--- config.mk ---
export PLATFORM = sky130hd
export DESIGN_NAME = proc_control_fsm
export DESIGN_NICKNAME = d
export VERILOG_FILES = /design/src/rtl/proc_control_fsm.sv
export SDC_FILE = /design/constraint.sdc
export NUM_CORES = 1
export LEC_CHECK = 0
export CAP_MARGIN = 10
export CORE_MARGIN = 5
export CORE_UTILIZATION = 28
export DETAILED_ROUTE_END_ITERATION = 7
export HOLD_SLACK_MARGIN = 0.12
export PLACE_DENSITY_LB_ADDON = 0.15
export SLEW_MARGIN = 20
export SYNTH_ARGS = -nofsm -noshare
export SYNTH_HDL_FRONTEND = slang
export SYNTH_SLANG_ARGS = --single-unit
--- constraint.sdc ---
create_clock -name CLKb -period 1.9 [get_ports CLKb]
set_input_delay 0.285 -clock CLKb [delete_from_list [all_inputs] [get_ports CLKb]]
set_output_delay 0.285 -clock CLKb [all_outputs]
set_load 0.005 [all_outputs]
--- src/rtl/proc_control_fsm.sv ---
// Multi-cycle control sequencer for the 10-bit shared-bus processor.
// It decodes the captured instruction into register, ALU and bus strobes, one state per cycle.
module proc_control_fsm (
  input  logic       CLKb,
  input  logic       Rst,
  input  logic       Exec,
  input  logic [9:0] INST,
  output logic [7:0] Rin,
  output logic [7:0] Rout,
  output logic       Extern,
  output logic       Ain,
  output logic       Gin,
  output logic       Gout,
  output logic [3:0] FN,
  output logic       Done,
  output logic       Busy
);

  typedef enum logic [1:0] {IDLE, T1, T2, T3} state_t;

  state_t     state_q, state_d;
  logic [9:0] ir_q, ir_d;
  logic [3:0] opcode;
  logic [7:0] rxSel;
  logic [7:0] rySel;
  logic       isAluOp;

  assign opcode  = ir_q[9:6];
  assign rxSel   = 8'b1 << ir_q[5:3];
  assign rySel   = 8'b1 << ir_q[2:0];
  assign isAluOp = (opcode >= 4'd2) && (opcode <= 4'd5);

  // The datapath samples on the falling edge, so the sequencer advances on it too.
  always_ff @(negedge CLKb or posedge Rst) begin
    if (Rst) begin
      state_q <= IDLE;
      ir_q    <= '0;
    end else begin
      state_q <= state_d;
      ir_q    <= ir_d;
    end
  end

  always_comb begin
    state_d = state_q;
    ir_d    = ir_q;
    Rin     = '0;
    Rout    = '0;
    Extern  = 1'b0;
    Ain     = 1'b0;
    Gin     = 1'b0;
    Gout    = 1'b0;
    FN      = '0;
    Done    = 1'b0;
    Busy    = (state_q != IDLE);

    unique case (state_q)
      IDLE: begin
        if (Exec) begin
          ir_d    = INST;
          state_d = T1;
        end
      end
      T1: begin
        state_d = IDLE;
        if (opcode == 4'd0) begin
          Extern = 1'b1;
          Rin    = rxSel;
          Done   = 1'b1;
        end else if (opcode == 4'd1) begin
          Rout = rySel;
          Rin  = rxSel;
          Done = 1'b1;
        end else if (isAluOp) begin
          Rout    = rySel;
          Ain     = 1'b1;
          state_d = T2;
        end else begin
          Done = 1'b1;
        end
      end
      // Rx goes on the bus as the ALU's second operand, so SUB computes Rx - Ry.
      T2: begin
        Rout    = rxSel;
        Gin     = 1'b1;
        state_d = T3;
        case (opcode)
          4'd2:    FN = 4'b0001;
          4'd3:    FN = 4'b0010;
          4'd4:    FN = 4'b0100;
          4'd5:    FN = 4'b1000;
          default: FN = 4'b0000;
        endcase
      end
      T3: begin
        Gout    = 1'b1;
        Rin     = rxSel;
        Done    = 1'b1;
        state_d = IDLE;
      end
      default: state_d = IDLE;
    endcase
  end

endmodule

==> flow_summary_export.csv <==
group,metric,value,unit
critical_path,ff2ff_setup_slack,350,ps
synthesis,syn_avg_cell_area,9.89,um2
hold_path,hold_path_class,"reg -> reg",
final_layout,drive_gt1_frac,0.731,
floorplanning,rows,20,
synthesis,yosysTopAreaCellShare,0.353,
status,failed_checks,"negative setup slack",
synthesis,ys_async_sr_fraction,1.00,
hold_path,hold_path_depth,1,
drt,drc,0,
clock_network,cts_hold_buf,0,
synthesis,synth_commonest_cells,"dfrtn_1, nor2_1, mux2_2, o22ai_1",
flow_run,cap_violations,0,
drt,vias,1008,
critical_path,regToRegEndpoint,"state_q[0]$_DFFE_NP0P_",
critical_path,worstSetupPathType,"reg -> out",
global_routing,overflow,0,
clock_network,clock_tree.htree_level_count,1,
power_and_ir_drop,fin_total_pwr,0.00317,W
drt,wl_met2,1.80,mm
hold_path,hp-start,"ir_q[1]$_DFFE_NP0P_",
global_routing,grt_pass1_wl,5.48,mm
synthesis,synth_area,851,um2
timing,slew_headroom,0.810,
critical_path,crit_path_start_kind,"register",
drt,drt.antenna.violating_nets,0,
drt,wl_met3,257,um
hold_path,min_to,"ir_q[1]$_DFFE_NP0P_",
global_routing,grt_pass1_vias,1144,
timing,finalHoldViolCount,0,
floorplanning,die_x,65.1,um
floorplanning,dieArea,4240,um2
critical_path,crit_fanout,3,
final_layout,finalNetCount,190,
synthesis,synthFlopType,"dfrtn_1",
critical_path,cp-end-kind,"output port",
synthesis,ys_warn_count,0,
status,status,"finished with violations",
timing,setup_viol,26,
timing,worst_slew_pin_slew,283,ps
power_and_ir_drop,p_leak,0.834,nW
critical_path,rr_worst_depth,7,
place,dpl_cell_area,1450,um2
synthesis,ys_seq_elements,12,
drt,wl_per_cell,16.4,um
synthesis,yosys.area.top_type,"dfrtn_1",
synthesis,synth_most_common_cell,"dfrtn_1",
critical_path,r2r_start,"state_q[0]$_DFFE_NP0P_",
floorplanning,initial_utilization,0.286,
clock_network,clkSinkCount,12,
place,portBuffers,38,
synthesis,synthCells,86,
synthesis,synthTopCellsByArea,"dfrtn_1, mux2_2, ha_1, nor2_1, o22ai_1",
drt,wl_met1,1.23,mm
drt,drt-total-wl,3.34,mm
critical_path,critical_path_arrival,2790,ps
drt,first_pass_iters,3,
final_layout,utilization,0.618,
timing,drv_slew,0,
clock_network,cts-root-buf,"clkbuf_4",
clock_network,clk_pin_slew_worst_paths,60,ps
clock_network,clockBufferDepth,2,
timing,setup_slack,-1180,ps
synthesis,syn_nets,104,
timing,fin_skew,10.8,ps
clock_network,cts_tree,"yes",
floorplanning,ioPinCount,39,
synthesis,synth-edff-count,0,
drt,via_per_inst,4.94,
floorplanning,die_h,65.1,um
final_layout,diodes,0,
place,hpwlAfterDp,2.02,mm
global_routing,antenna_found_initial,0,
power_and_ir_drop,irDropWorstVdd,620,uV
clock_network,clkLatencyLatePin,290,ps
global_routing,grt_max_degree,13,
critical_path,worstPathRequired,1620,ps
power_and_ir_drop,pwr_density_cell,1730,nW/um2
synthesis,yosysSeqAreaShare,0.353,
timing,hold_ws,532,ps
floorplanning,core,2980,um2
place,routabilityCongestion,0.748,
drt,top_layer_used,"met4",
final_layout,fin_area,1840,um2
timing,rsz0062_at_grt,"yes",
final_layout,syn2layout_area_growth,116,%
drt,drt_iter0_drc,47,
global_routing,track_usage,0.168,
clock_network,cts_buffers,3,
synthesis,synth_cell_types,27,
[cell usage in the layout (no fill, tap or decap), types with 2 or more instances in the layout]
master,instances
nor3_1,2
o32ai_2,2
buf_2,22
ha_4,4
nand2_1,2
nand3_4,2
nand2_4,2
nand2b_1,2
buf_6,17
clkbuf_4,3
nand3b_1,3
inv_1,2
nand2b_4,2
inv_2,3
clkdlybuf4s50_1,11
dfrtn_1,12
buf_4,30
mux2_2,10
nor2_2,4
o22ai_2,6
nor2_1,6
[logic make-up after synthesis]
| kind of cell | after synthesis | synth area share |
|---|---|---|
| and+or+nand+nor | 36 | 0.263 |
| AOI/OAI and AO/OA | 15 | 0.119 |
| adders and majority gates | 5 | 0.0735 |
| muxes | 10 | 0.132 |
| DFF | 12 | 0.353 |
| buffers and inverters | 7 | 0.0485 |
| xor gates and xnor gates | 1 | 0.0103 |
[state kept, by name (all words and copies together) (netlist names), named ones only]
register,count
state_q,1
ir_q,10
[stage by stage]
step	setup slack, ps	setup TNS, ps	std cells
2_1_floorplan	-511	-9620	86
3_3_place_gp	-1080	-30560	173
3_5_place_dp	-1130	-31350	173
4_1_cts	-1100	-24410	205
5_1_grt	-1250	-26800	204
6_report	-1180	-25070	204
[power breakdown]
group / leakage [nW] / switching [W] / internal (W)
Clock: 0.0210 / 0.0000979 / 0.000117
Combinational: 0.671 / 0.00104 / 0.00135
Sequential: 0.142 / 0.000170 / 0.000398
[worst max path at each step]
stage / cells after the start / slack [ps] / to / from
global route: 6 / -1250 / Rout[0] / state_q[0]$_DFFE_NP0P_
detailed placement: 6 / -1130 / Rin[0] / register
finish: 6 / -1180 / Rout[0] / register
CTS: 6 / -1100 / Rout[0] / register
floorplan: 5 / -510 / Rin[0] / register
global placement: 5 / -1080 / Rin[0] / state_q[0]$_DFFE_NP0P_
[worst max-delay path: stages (launching register included)]
cell,delay (ps)
dfrtn_1,480
inv_2,100
ha_4,290
nand3b_1,140
buf_4,170
o32ai_2,210
buf_2,160
[layout make-up]
class                           count  area, um2
Clock buffer                        4       36.3
Fill cell                         254       1140
Inverter                            5       18.8
Multi-Input combinational cell     68        776
Sequential cell                    12        300
Tap cell                           33       41.3
Timing Repair Buffer               82        668
[layer usage]
| metal | vias up | global-route usage |
|---|---|---|
| met1 | 480 | 0.168 |
| met4 | 0 | 0.0492 |
| met3 | 6 | 0.0718 |
| met2 | 35 | 0.314 |
| met5 | - | 0 |
| li1 | 487 | - |
[repair_timing]
action / 4_1_cts / 5_1_grt
pin swaps: 22 / 13
gates resized for setup: 152 / 11
setup buffers: 28 / 4
cloned: 1 / 0
endpoints found under the setup margin: 37 / 26
(Power assumes the default switching activity.)
==> RTL edit: new RTL, same settings <==
Encoding of `state_t`: now one-hot (4 bits for 4 states).
--- a/src/rtl/proc_control_fsm.sv
+++ b/src/rtl/proc_control_fsm.sv
@@ -16,7 +16,7 @@
   output logic       Busy
 );
 
-  typedef enum logic [1:0] {IDLE, T1, T2, T3} state_t;
+  typedef enum logic [3:0] {IDLE = 4'b0001, T1 = 4'b0010, T2 = 4'b0100, T3 = 4'b1000} state_t;
 
   state_t     state_q, state_d;
   logic [9:0] ir_q, ir_d;
Check against the original RTL: same outputs for any inputs over 10 cycles, from zero or initial values and one cycle with Rst high; not proved beyond that.
==> RTL edit against the original RTL <==
- the flow still finishes with violations (negative setup slack)
- global-route usage decreased by 0.82 points
- routed wire length decreased by 0.69%
- worst hold slack improved by 58 ps
- design area is 1.0% lower
- power shrank 35%
- combinational power down 45%
- sequential share of layout area rose by 3.0 points
- sequential cell count rose by 2
- setup slack worse by 110 ps
- sequential power fell by 2%
- area after synthesis is 0.74% higher
- critical endpoint is now Rout[2]
- largest cell class unchanged
==> RTL edit: results (changes against the original RTL) <==
CTS
  – Clock Latency Late Sink: 340 ps (+50 ps)

Drt
  – Vias: 1038 (+3.0%)
  – Total Wirelength: 3.32 mm (-0.69%)
  – Drt first-iter violations: 28 (-40%)
  – Drt pass-1 iters: 4 (+1)
  – Routed len/inst: 16.2 um (-1.2%)

Worst setup path
  – Crit path max-delay cell type: or4b_4
  – RR Endpoint: ir_q[0]
  – Worst Path Max Fanout: 2 (-1)
  – Reg2reg start: state_q[0]
  – Critical Path End: Rout[2]
  – Internal reg-to-reg setup slack: -60 ps (-410 ps)
  – CP arrival: 2900 ps (+110 ps)
  – Crit path max-delay family: simple AND/OR/NAND/NOR gates

Final layout
  – Sequential share of cell area: 19.3% (+3.0 points)
  – Fin nets: 186 (-2.1%)
  – Clock buffer count: 3 (-1)
  – Fill count: 250 (-1.6%)
  – NonClk Buf Share: 36.2% (-0.11 points)
  – Logic inverters: 2 (-3)
  – Multi-input combinational area share: 40.2% (-2.0 points)
  – Non-clock buffer count: 87 (+6.1%)
  – Proportion of layout cells with a drive suffix above 1: 69.8% (-3.3 points)
  – Clk cell area share: 1.65% (-0.32 points)
  – Largest regs: ir_q: 10 flops, state_q: 4 flops
  – Multi-input gates: 64 (-5.9%)

GRT
  – Largest net degree at the start of global routing: 10 (-3)
  – Initial antenna violation count: 0 (unchanged)
  – First-pass GRT wire length: 5.27 mm (-3.8%)

Power and ir drop
  – Net switching power: 825 uW (-37%)
  – Static Leak: 0.834 nW (about the same)
  – Maximum VDD drop: 612 uV (-1.4%)

Synthesis
  – Syn nets: 96 (-7.7%)
  – Top cells by area, synth: dfrtn_1 (38%), mux2_2 (13%), nor4b_2 (5.3%), nor4b_1 (5.1%), o32ai_1 (4.1%)
  – Sequential element share of the synthesized area: 41.0% (+5.7 points)
  – Synth cell types: 25 (-7.4%)
  – Top post-synthesis cells by count: dfrtn_1 (13), mux2_2 (10)
  – Mapped Avg Cell Area: 10.3 um^2 (+4.4%)

Hold path
  – Hold path endpoint: ir_q[1]
  – Cells on Worst Hold Path: 2 (+1)

Outcome
  – Failing checks: negative setup slack
  – Outcome: finished, violations left

Place
  – Post-placement cell count: 182 (+5.2%)
  – GP Congestion: 0.769 (+2.9%)
  – DP Wirelength: 2.19 mm (+8.0%)
  – Port Buffers: 38 (unchanged)

STA
  – PnR worst setup slack: -1280 ps (-107 ps)
  – Final setup fails: 30 (+15%)
  – Clock skew: 52.8 ps (+42.0 ps)
  – Slew HR: 65.9% (-15 points)
  – Min Hold Slack: 590 ps (+58.0 ps)
## RTL edit: cell count changes in the layout (fill, tap and decap cells not counted), sizes merged, moves of 3 or more
cell,delta
ha,-5
nor4b,+6
o21ai,-3
nor2,-7
nor3b,+3
buf,+3
## RTL edit: through the flow
step                      area [um^2]  setup TNS, ps  utilization, %
after floorplan                   916         -15530               -
after CTS                        1740         -28130            58.0
after detailed placement         1550         -36560            51.5
final                            1820         -29410            60.7
after global placement           1550         -35990            51.5
after global routing             1820         -32290            60.7
## RTL edit: cell families (layout without fill, tap and decap cells)
kind of cell / count (synthesis) / in the layout / share of synthesized area [%]
buffers and inverters: 6 / 94 / 3.07
multiplexers: 10 / 10 / 13.1
flip-flops: 14 / 14 / 41.0
AO/OA/AOI/OAI: 13 / 13 / 10.8
AND/OR/NAND/NOR: 40 / 41 / 32.0
## RTL edit: routing by layer
metal | share of wire (%) | up-vias | track usage (%) | wire length, um
li1 | - | 498 | - | -
met1 | 39 | 508 | 18.3 | 1300
met2 | 54 | 30 | 29.1 | 1790
met3 | 6.5 | 2 | 4.96 | 215
met4 | 0.42 | 0 | 3.11 | 14
met5 | 0 | - | 0 | 0
## RTL edit: power by group through the flow
| stage | logic, mW | clock network [mW] | registers [mW] |
|---|---|---|---|
| 2_1_floorplan | 0.494 | 0.00659 | 0.568 |
| 3_3_place_gp | 1.00 | 0.00659 | 0.544 |
| 3_5_place_dp | 1.01 | 0.00659 | 0.551 |
| 4_1_cts | 1.21 | 0.183 | 0.558 |
| 5_1_grt | 1.39 | 0.202 | 0.582 |
| 6_report | 1.31 | 0.185 | 0.559 |
## RTL edit: repair_timing
item,CTS,global route
pin swaps,17,9
buffers inserted,11,7
resized for setup,138,9
gates cloned,1,0
endpoints found under the setup margin,37,31
